$ cat config.mk
export PLATFORM = sky130hd
export DESIGN_NAME = gpca_op_sequencer
export DESIGN_NICKNAME = d
export VERILOG_FILES = /design/src/rtl/gpca_op_sequencer.sv
export SDC_FILE = /design/constraint.sdc
export NUM_CORES = 1
export LEC_CHECK = 0
export CAP_MARGIN = 40
export CORE_MARGIN = 2
export CORE_UTILIZATION = 25
export CTS_CLUSTER_SIZE = 12
export DETAILED_ROUTE_END_ITERATION = 10
export GPL_TIMING_DRIVEN = 1
export PLACE_DENSITY = 0.44
export SLEW_MARGIN = 5
export SYNTH_ARGS = -nofsm -noshare
export SYNTH_HDL_FRONTEND = slang
export SYNTH_SLANG_ARGS = --single-unit
export TNS_END_PERCENT = 50
$ cat constraint.sdc
create_clock -name clk -period 2.5 [get_ports clk]
set_clock_uncertainty 0.1 [all_clocks]
set_input_delay 0.5 -clock clk [delete_from_list [all_inputs] [get_ports clk]]
set_output_delay 0.5 -clock clk [all_outputs]
set_load 0.03 [all_outputs]
$ cat src/rtl/gpca_op_sequencer.sv
// Command sequencer for the combinational gpca array: formats MUL/SQR/SQRT/DIV
// operands, normalises B/C one bit per cycle, drives the array, returns F/S.
module gpca_op_sequencer #(
   parameter int unsigned SETTLE_CYCLES = 4
) (
   input  logic        clk,
   input  logic        rst,
   input  logic        cmd_valid,
   output logic        cmd_ready,
   input  logic [1:0]  cmd_op,
   input  logic [17:0] cmd_a,
   input  logic [8:0]  cmd_b,
   output logic        gp_x,
   output logic [8:0]  gp_p,
   output logic [17:0] gp_a,
   output logic [18:0] gp_b,
   output logic [18:0] gp_c,
   input  logic [8:0]  gp_f,
   input  logic [18:0] gp_s,
   output logic        rsp_valid,
   input  logic        rsp_ready,
   output logic [8:0]  rsp_f,
   output logic [18:0] rsp_s,
   output logic        rsp_err,
   output logic [3:0]  rsp_shift
);

   localparam logic [1:0]  OP_MUL  = 2'b00;
   localparam logic [1:0]  OP_SQR  = 2'b01;
   localparam logic [1:0]  OP_SQRT = 2'b10;
   localparam logic [1:0]  OP_DIV  = 2'b11;
   localparam logic [18:0] SQ_B    = 19'b0011_1111_1111_1111_111;
   localparam logic [18:0] SQ_C    = 19'b0100_0000_0000_0000_000;
   localparam logic [4:0]  SETTLE_LAST = 5'(SETTLE_CYCLES - 1);

   typedef enum logic [1:0] {
      IDLE  = 2'b00,
      NORM  = 2'b01,
      DRIVE = 2'b10,
      RESP  = 2'b11
   } state_t;

   state_t      state_r, state_s;
   logic        x_r, x_s;
   logic [8:0]  p_r, p_s;
   logic [17:0] a_r, a_s;
   logic [18:0] norm_r, norm_s;
   logic [4:0]  settle_r, settle_s;
   logic        gp_x_r, gp_x_s;
   logic [8:0]  gp_p_r, gp_p_s;
   logic [17:0] gp_a_r, gp_a_s;
   logic [18:0] gp_b_r, gp_b_s;
   logic [18:0] gp_c_r, gp_c_s;
   logic        cmd_ready_r, cmd_ready_s;
   logic        rsp_valid_r, rsp_valid_s;
   logic [8:0]  rsp_f_r, rsp_f_s;
   logic [18:0] rsp_s_r, rsp_s_s;
   logic        rsp_err_r, rsp_err_s;
   logic [3:0]  rsp_shift_r, rsp_shift_s;

   logic        dec_x_s;
   logic [8:0]  dec_p_s;
   logic [17:0] dec_a_s;
   logic        dec_norm_s;
   logic [8:0]  dec_val_s;
   logic [18:0] dec_b_s;
   logic [18:0] dec_c_s;

   // Operand decode of the offered command into array encoding.
   always_comb begin
      dec_x_s    = 1'b0;
      dec_p_s    = 9'd0;
      dec_a_s    = 18'd0;
      dec_norm_s = 1'b0;
      dec_val_s  = 9'd0;
      case (cmd_op)
         OP_MUL: begin
            dec_p_s    = cmd_b;
            dec_norm_s = 1'b1;
            dec_val_s  = cmd_a[8:0];
         end
         OP_SQR: begin
            dec_p_s = cmd_b;
         end
         OP_SQRT: begin
            dec_x_s = 1'b1;
            dec_a_s = cmd_a;
         end
         OP_DIV: begin
            dec_x_s    = 1'b1;
            dec_a_s    = cmd_a;
            dec_norm_s = 1'b1;
            dec_val_s  = cmd_b;
         end
         default: begin
            dec_x_s = 1'b0;
         end
      endcase
      if (dec_norm_s) begin
         dec_b_s = {dec_val_s, 10'd0};
         dec_c_s = {dec_val_s, 10'd0};
      end else begin
         dec_b_s = SQ_B;
         dec_c_s = SQ_C;
      end
   end

   // Next-state and next-register computation for the sequencer FSM.
   always_comb begin
      state_s     = state_r;
      x_s         = x_r;
      p_s         = p_r;
      a_s         = a_r;
      norm_s      = norm_r;
      settle_s    = settle_r;
      gp_x_s      = gp_x_r;
      gp_p_s      = gp_p_r;
      gp_a_s      = gp_a_r;
      gp_b_s      = gp_b_r;
      gp_c_s      = gp_c_r;
      cmd_ready_s = cmd_ready_r;
      rsp_valid_s = rsp_valid_r;
      rsp_f_s     = rsp_f_r;
      rsp_s_s     = rsp_s_r;
      rsp_err_s   = rsp_err_r;
      rsp_shift_s = rsp_shift_r;
      case (state_r)
         IDLE: begin
            if (cmd_valid) begin
               cmd_ready_s = 1'b0;
               rsp_f_s     = 9'd0;
               rsp_s_s     = 19'd0;
               rsp_err_s   = 1'b0;
               rsp_shift_s = 4'd0;
               settle_s    = 5'd0;
               x_s         = dec_x_s;
               p_s         = dec_p_s;
               a_s         = dec_a_s;
               norm_s      = dec_b_s;
               if (dec_norm_s && (dec_val_s == 9'd0)) begin
                  // Nothing to normalise: answer immediately with an error.
                  rsp_err_s   = 1'b1;
                  rsp_valid_s = 1'b1;
                  state_s     = RESP;
               end else if (dec_norm_s && !dec_val_s[8]) begin
                  state_s = NORM;
               end else begin
                  gp_x_s  = dec_x_s;
                  gp_p_s  = dec_p_s;
                  gp_a_s  = dec_a_s;
                  gp_b_s  = dec_b_s;
                  gp_c_s  = dec_c_s;
                  state_s = DRIVE;
               end
            end else begin
               state_s = IDLE;
            end
         end
         NORM: begin
            norm_s      = {norm_r[17:0], 1'b0};
            rsp_shift_s = rsp_shift_r + 4'd1;
            // norm_r[17] becomes the MSB after this shift, so drive next.
            if (norm_r[17]) begin
               gp_x_s  = x_r;
               gp_p_s  = p_r;
               gp_a_s  = a_r;
               gp_b_s  = {norm_r[17:0], 1'b0};
               gp_c_s  = {norm_r[17:0], 1'b0};
               state_s = DRIVE;
            end else begin
               state_s = NORM;
            end
         end
         DRIVE: begin
            if (settle_r == SETTLE_LAST) begin
               rsp_f_s     = gp_f;
               rsp_s_s     = gp_s;
               rsp_valid_s = 1'b1;
               gp_x_s      = 1'b0;
               gp_p_s      = 9'd0;
               gp_a_s      = 18'd0;
               gp_b_s      = 19'd0;
               gp_c_s      = 19'd0;
               settle_s    = 5'd0;
               state_s     = RESP;
            end else begin
               settle_s = settle_r + 5'd1;
            end
         end
         RESP: begin
            if (rsp_ready) begin
               rsp_valid_s = 1'b0;
               cmd_ready_s = 1'b1;
               state_s     = IDLE;
            end else begin
               state_s = RESP;
            end
         end
         default: begin
            state_s     = IDLE;
            cmd_ready_s = 1'b1;
            rsp_valid_s = 1'b0;
            gp_x_s      = 1'b0;
            gp_p_s      = 9'd0;
            gp_a_s      = 18'd0;
            gp_b_s      = 19'd0;
            gp_c_s      = 19'd0;
         end
      endcase
   end

   // State and datapath registers with synchronous reset.
   always_ff @(posedge clk) begin
      if (rst) begin
         state_r     <= IDLE;
         x_r         <= 1'b0;
         p_r         <= 9'd0;
         a_r         <= 18'd0;
         norm_r      <= 19'd0;
         settle_r    <= 5'd0;
         gp_x_r      <= 1'b0;
         gp_p_r      <= 9'd0;
         gp_a_r      <= 18'd0;
         gp_b_r      <= 19'd0;
         gp_c_r      <= 19'd0;
         cmd_ready_r <= 1'b1;
         rsp_valid_r <= 1'b0;
         rsp_f_r     <= 9'd0;
         rsp_s_r     <= 19'd0;
         rsp_err_r   <= 1'b0;
         rsp_shift_r <= 4'd0;
      end else begin
         state_r     <= state_s;
         x_r         <= x_s;
         p_r         <= p_s;
         a_r         <= a_s;
         norm_r      <= norm_s;
         settle_r    <= settle_s;
         gp_x_r      <= gp_x_s;
         gp_p_r      <= gp_p_s;
         gp_a_r      <= gp_a_s;
         gp_b_r      <= gp_b_s;
         gp_c_r      <= gp_c_s;
         cmd_ready_r <= cmd_ready_s;
         rsp_valid_r <= rsp_valid_s;
         rsp_f_r     <= rsp_f_s;
         rsp_s_r     <= rsp_s_s;
         rsp_err_r   <= rsp_err_s;
         rsp_shift_r <= rsp_shift_s;
      end
   end

   assign cmd_ready = cmd_ready_r;
   assign gp_x      = gp_x_r;
   assign gp_p      = gp_p_r;
   assign gp_a      = gp_a_r;
   assign gp_b      = gp_b_r;
   assign gp_c      = gp_c_r;
   assign rsp_valid = rsp_valid_r;
   assign rsp_f     = rsp_f_r;
   assign rsp_s     = rsp_s_r;
   assign rsp_err   = rsp_err_r;
   assign rsp_shift = rsp_shift_r;

endmodule

==> run metrics <==
largest family of logic cells by synthesized area compound AO/OA/AOI/OAI gates; DP Wirelength 15.30 mm; Post-CTS Resized 0; GRT overflow 0; Synth Area in Simple Gates roughly 11%; register area share after synthesis between 40% and 50%; Clock Pin Slew Worst Setup and Hold Paths 0.07 ns; share of total power in the clock network 25.9%; post-synth top area cell dfxtp_1; cell area after synthesis around 6300 µm²; CTS tree yes; Row Count 58; root buffer cell clkbuf_16; Fmax ~430 MHz; Final nets 942; EDFF count, synth 0; Die X approximately 160 µm; multiplexer share of the synthesized area less than 1%; Setup TNS 0 ns; Leakage 3.345 nW; # clock sinks around 150; Internal approximately 6.4 mW; worst slew pin tran between 0.5 and 0.6 ns; Async S/R FF share, synth 0%; first-pass GRT wire length approximately 33 mm; syn_area_per_cell between 9 and 10 µm²; CP startpoint kind primary input; Main synth FF type dfxtp_1; dpl cell area about 8600 µm²; xor-xnor portion of the synthesized cell area less than 1%; cell count after synthesis around 700; combinational power share between 40% and 50%; maximum VDD drop 421.9 µV; Yosys warnings 0; switching part of the total power 39.98%; P_sw 4.283 mW; Power Dens Cells about 1200 nW/µm²; most frequent cells after synthesis dfxtp_1 (152), a21oi_1 (73), nor2_1 (61), a22oi_1 (57), nand2_1 (54); number of buffers added on ports between 150 and 200; vias in the first global route between 5000 and 6000; area of the core ~25000 µm²; critical path type in -> reg; Final Max Tran Viols 0; Yosys reg bits about 150; Mapped Nets roughly 770; post-cts hold buffer count 0; die span in y approximately 160 µm; final instance area between 9000 and 10000 µm²; H-tree depth 4; fraction of the cycle the final worst path needs approximately 94%; Compound-Gate Fraction of Synth Area 33.09%; num ports around 160; GP Congestion ~0.78; Max-Slew Margin vs Limit between 60% and 70%; drt pass-1 iters 5; post-CTS setup buffers 0; largest net degree at the start of global routing 56; Yosys cell types 48; final WL about 21 mm; critical path endpoint category flop; Arr. time, crit path between 2 and 3 ns; Clock Path Buffers 2; Final Hold Fails 0; Area contributors post-synth dfxtp_1 (48%), a22oi_1 (6.8%), a21oi_1 (5.8%); Synth top area share roughly half; drt first-iter violations around 390; DR vias/cell slightly above 5; crit path time final around 2.3 ns; Worst-Skew Late Latency around 0.42 ns; most frequent cell after synthesis dfxtp_1; layout cells sized above 1 11.88%; vias between 6000 and 7000; RSZ-0062 raised after global routing no; Area Overhead vs Synth 46.84%; Initial Utilization between 20% and 30%; DRC viols 0; DIE AREA 26590 µm²; Inserted Diodes 0; adder and majority gate portion of the synthesized area under 10%; status finished, final reports clean; Flop pwr share between 30 and 40%; worst min-delay path class in -> reg; worst endpoint required time 2.72 ns; initial antenna violation count 2; maxcap violations 0; final setup violating endpoints 0; Critical Path Fanout Max 9; WL/cell 17.71 µm; GRT Resource Usage Total between 15 and 20%; final antenna-violating net count 0; total CTS buffers 17
==> final timing paths <==
check | from | to | slack [ns] | cells past startpoint
max reg2reg | settle_r[0] | rsp_f[3] | 0.17 | 6
min reg2reg | norm_r[15] | norm_r[15] | 0.37 | 2
max | cmd_op[0] | gp_b[7] | 0.16 | 9
min | rst | rsp_shift[0] | 0.32 | 2
==> state kept, by name, indices dropped and copies added, names as in the netlist <==
| register | count |
|---|---|
| rsp_s | 19 |
| rsp_f | 9 |
| gp_c | 18 |
| norm_r | 18 |
| gp_p | 9 |
| gp_b | 18 |
| gp_x | 1 |
| cmd_ready | 1 |
| state_r | 2 |
| a_r | 18 |
| rsp_shift | 4 |
| gp_a | 18 |
| rsp_err | 1 |
| settle_r | 5 |
| x_r | 1 |
| rsp_valid | 1 |
| p_r | 9 |
==> power groups by stage <==
stage	sequential [mW]	clock (mW)	combinational, mW
3_3_place_gp	3.38	0	4.55
3_5_place_dp	3.39	0	4.62
6_report	3.33	2.77	4.61
5_1_grt	3.40	2.94	4.98
4_1_cts	3.34	2.85	4.64
2_1_floorplan	4.03	0	1.93
==> cell families (layout without fill, tap and decap cells) <==
group,Yosys count,in the layout
AOI/OAI and AO/OA,297,297
adders and majority gates,10,10
xor gates and xnor gates,3,3
and+or+nand+nor,157,157
buffers and inverters,75,262
DFF,152,152
other,1,1
muxes,2,2
==> layout by cell type, fill, tap and decap left out, types with 8 or more instances in the layout <==
master and instances:
nand2_1 54, buf_4 55, a21oi_1 73, a311oi_1 24
a22oi_1 57, o21ai_0 31, a211oi_1 32, ha_1 10
or3_1 10, nor3_1 8, clkbuf_16 17, a22o_1 34
clkdlybuf4s50_1 159, nor2_1 58, dfxtp_1 152
==> per-stage QoR <==
stage          cells  power (mW)  utilization (%)  hold slack, ns  setup WS, ns
6_report        1214       10.71            37.10          0.3196        0.1623
5_1_grt         1214       11.32            37.10          0.3087       0.03783
4_1_cts         1214       10.83            37.07          0.3019       0.04639
3_5_place_dp    1182       8.013            34.54          0.3590       -0.3987
3_3_place_gp    1181       7.934            34.48          0.3536       -0.3170
2_1_floorplan    697       5.967                -          0.3453        0.3269
==> layout make-up <==
type / instances / area (µm²)
repair buffers: 222 / 2160
well taps: 330 / 412.9
flip-flops and latches: 152 / 3043
multi-input cells: 470 / 3010
clock buffers: 17 / 425.4
inverters: 8 / 30.03
fillers: 2519 / 15750
clock inverters: 15 / 207.7
==> worst max-delay path, cell delays in order <==
cell	delay (ns)
clkdlybuf4s50_1	0.51
inv_1	0.08
ha_1	0.32
a221oi_2	0.27
a2bb2oi_1	0.21
buf_4	0.16
nor2_4	0.05
buf_4	0.18
a311oi_1	0.28
==> metal layers <==
metal	vias up	wire length, µm	global-route usage [%]
met4	4	209	3.982
met1	2929	10020	21.67
met2	200	9920	25.02
met3	18	1317	4.672
li1	2988	-	-
met5	-	23	0
(Power assumes the default switching activity.)
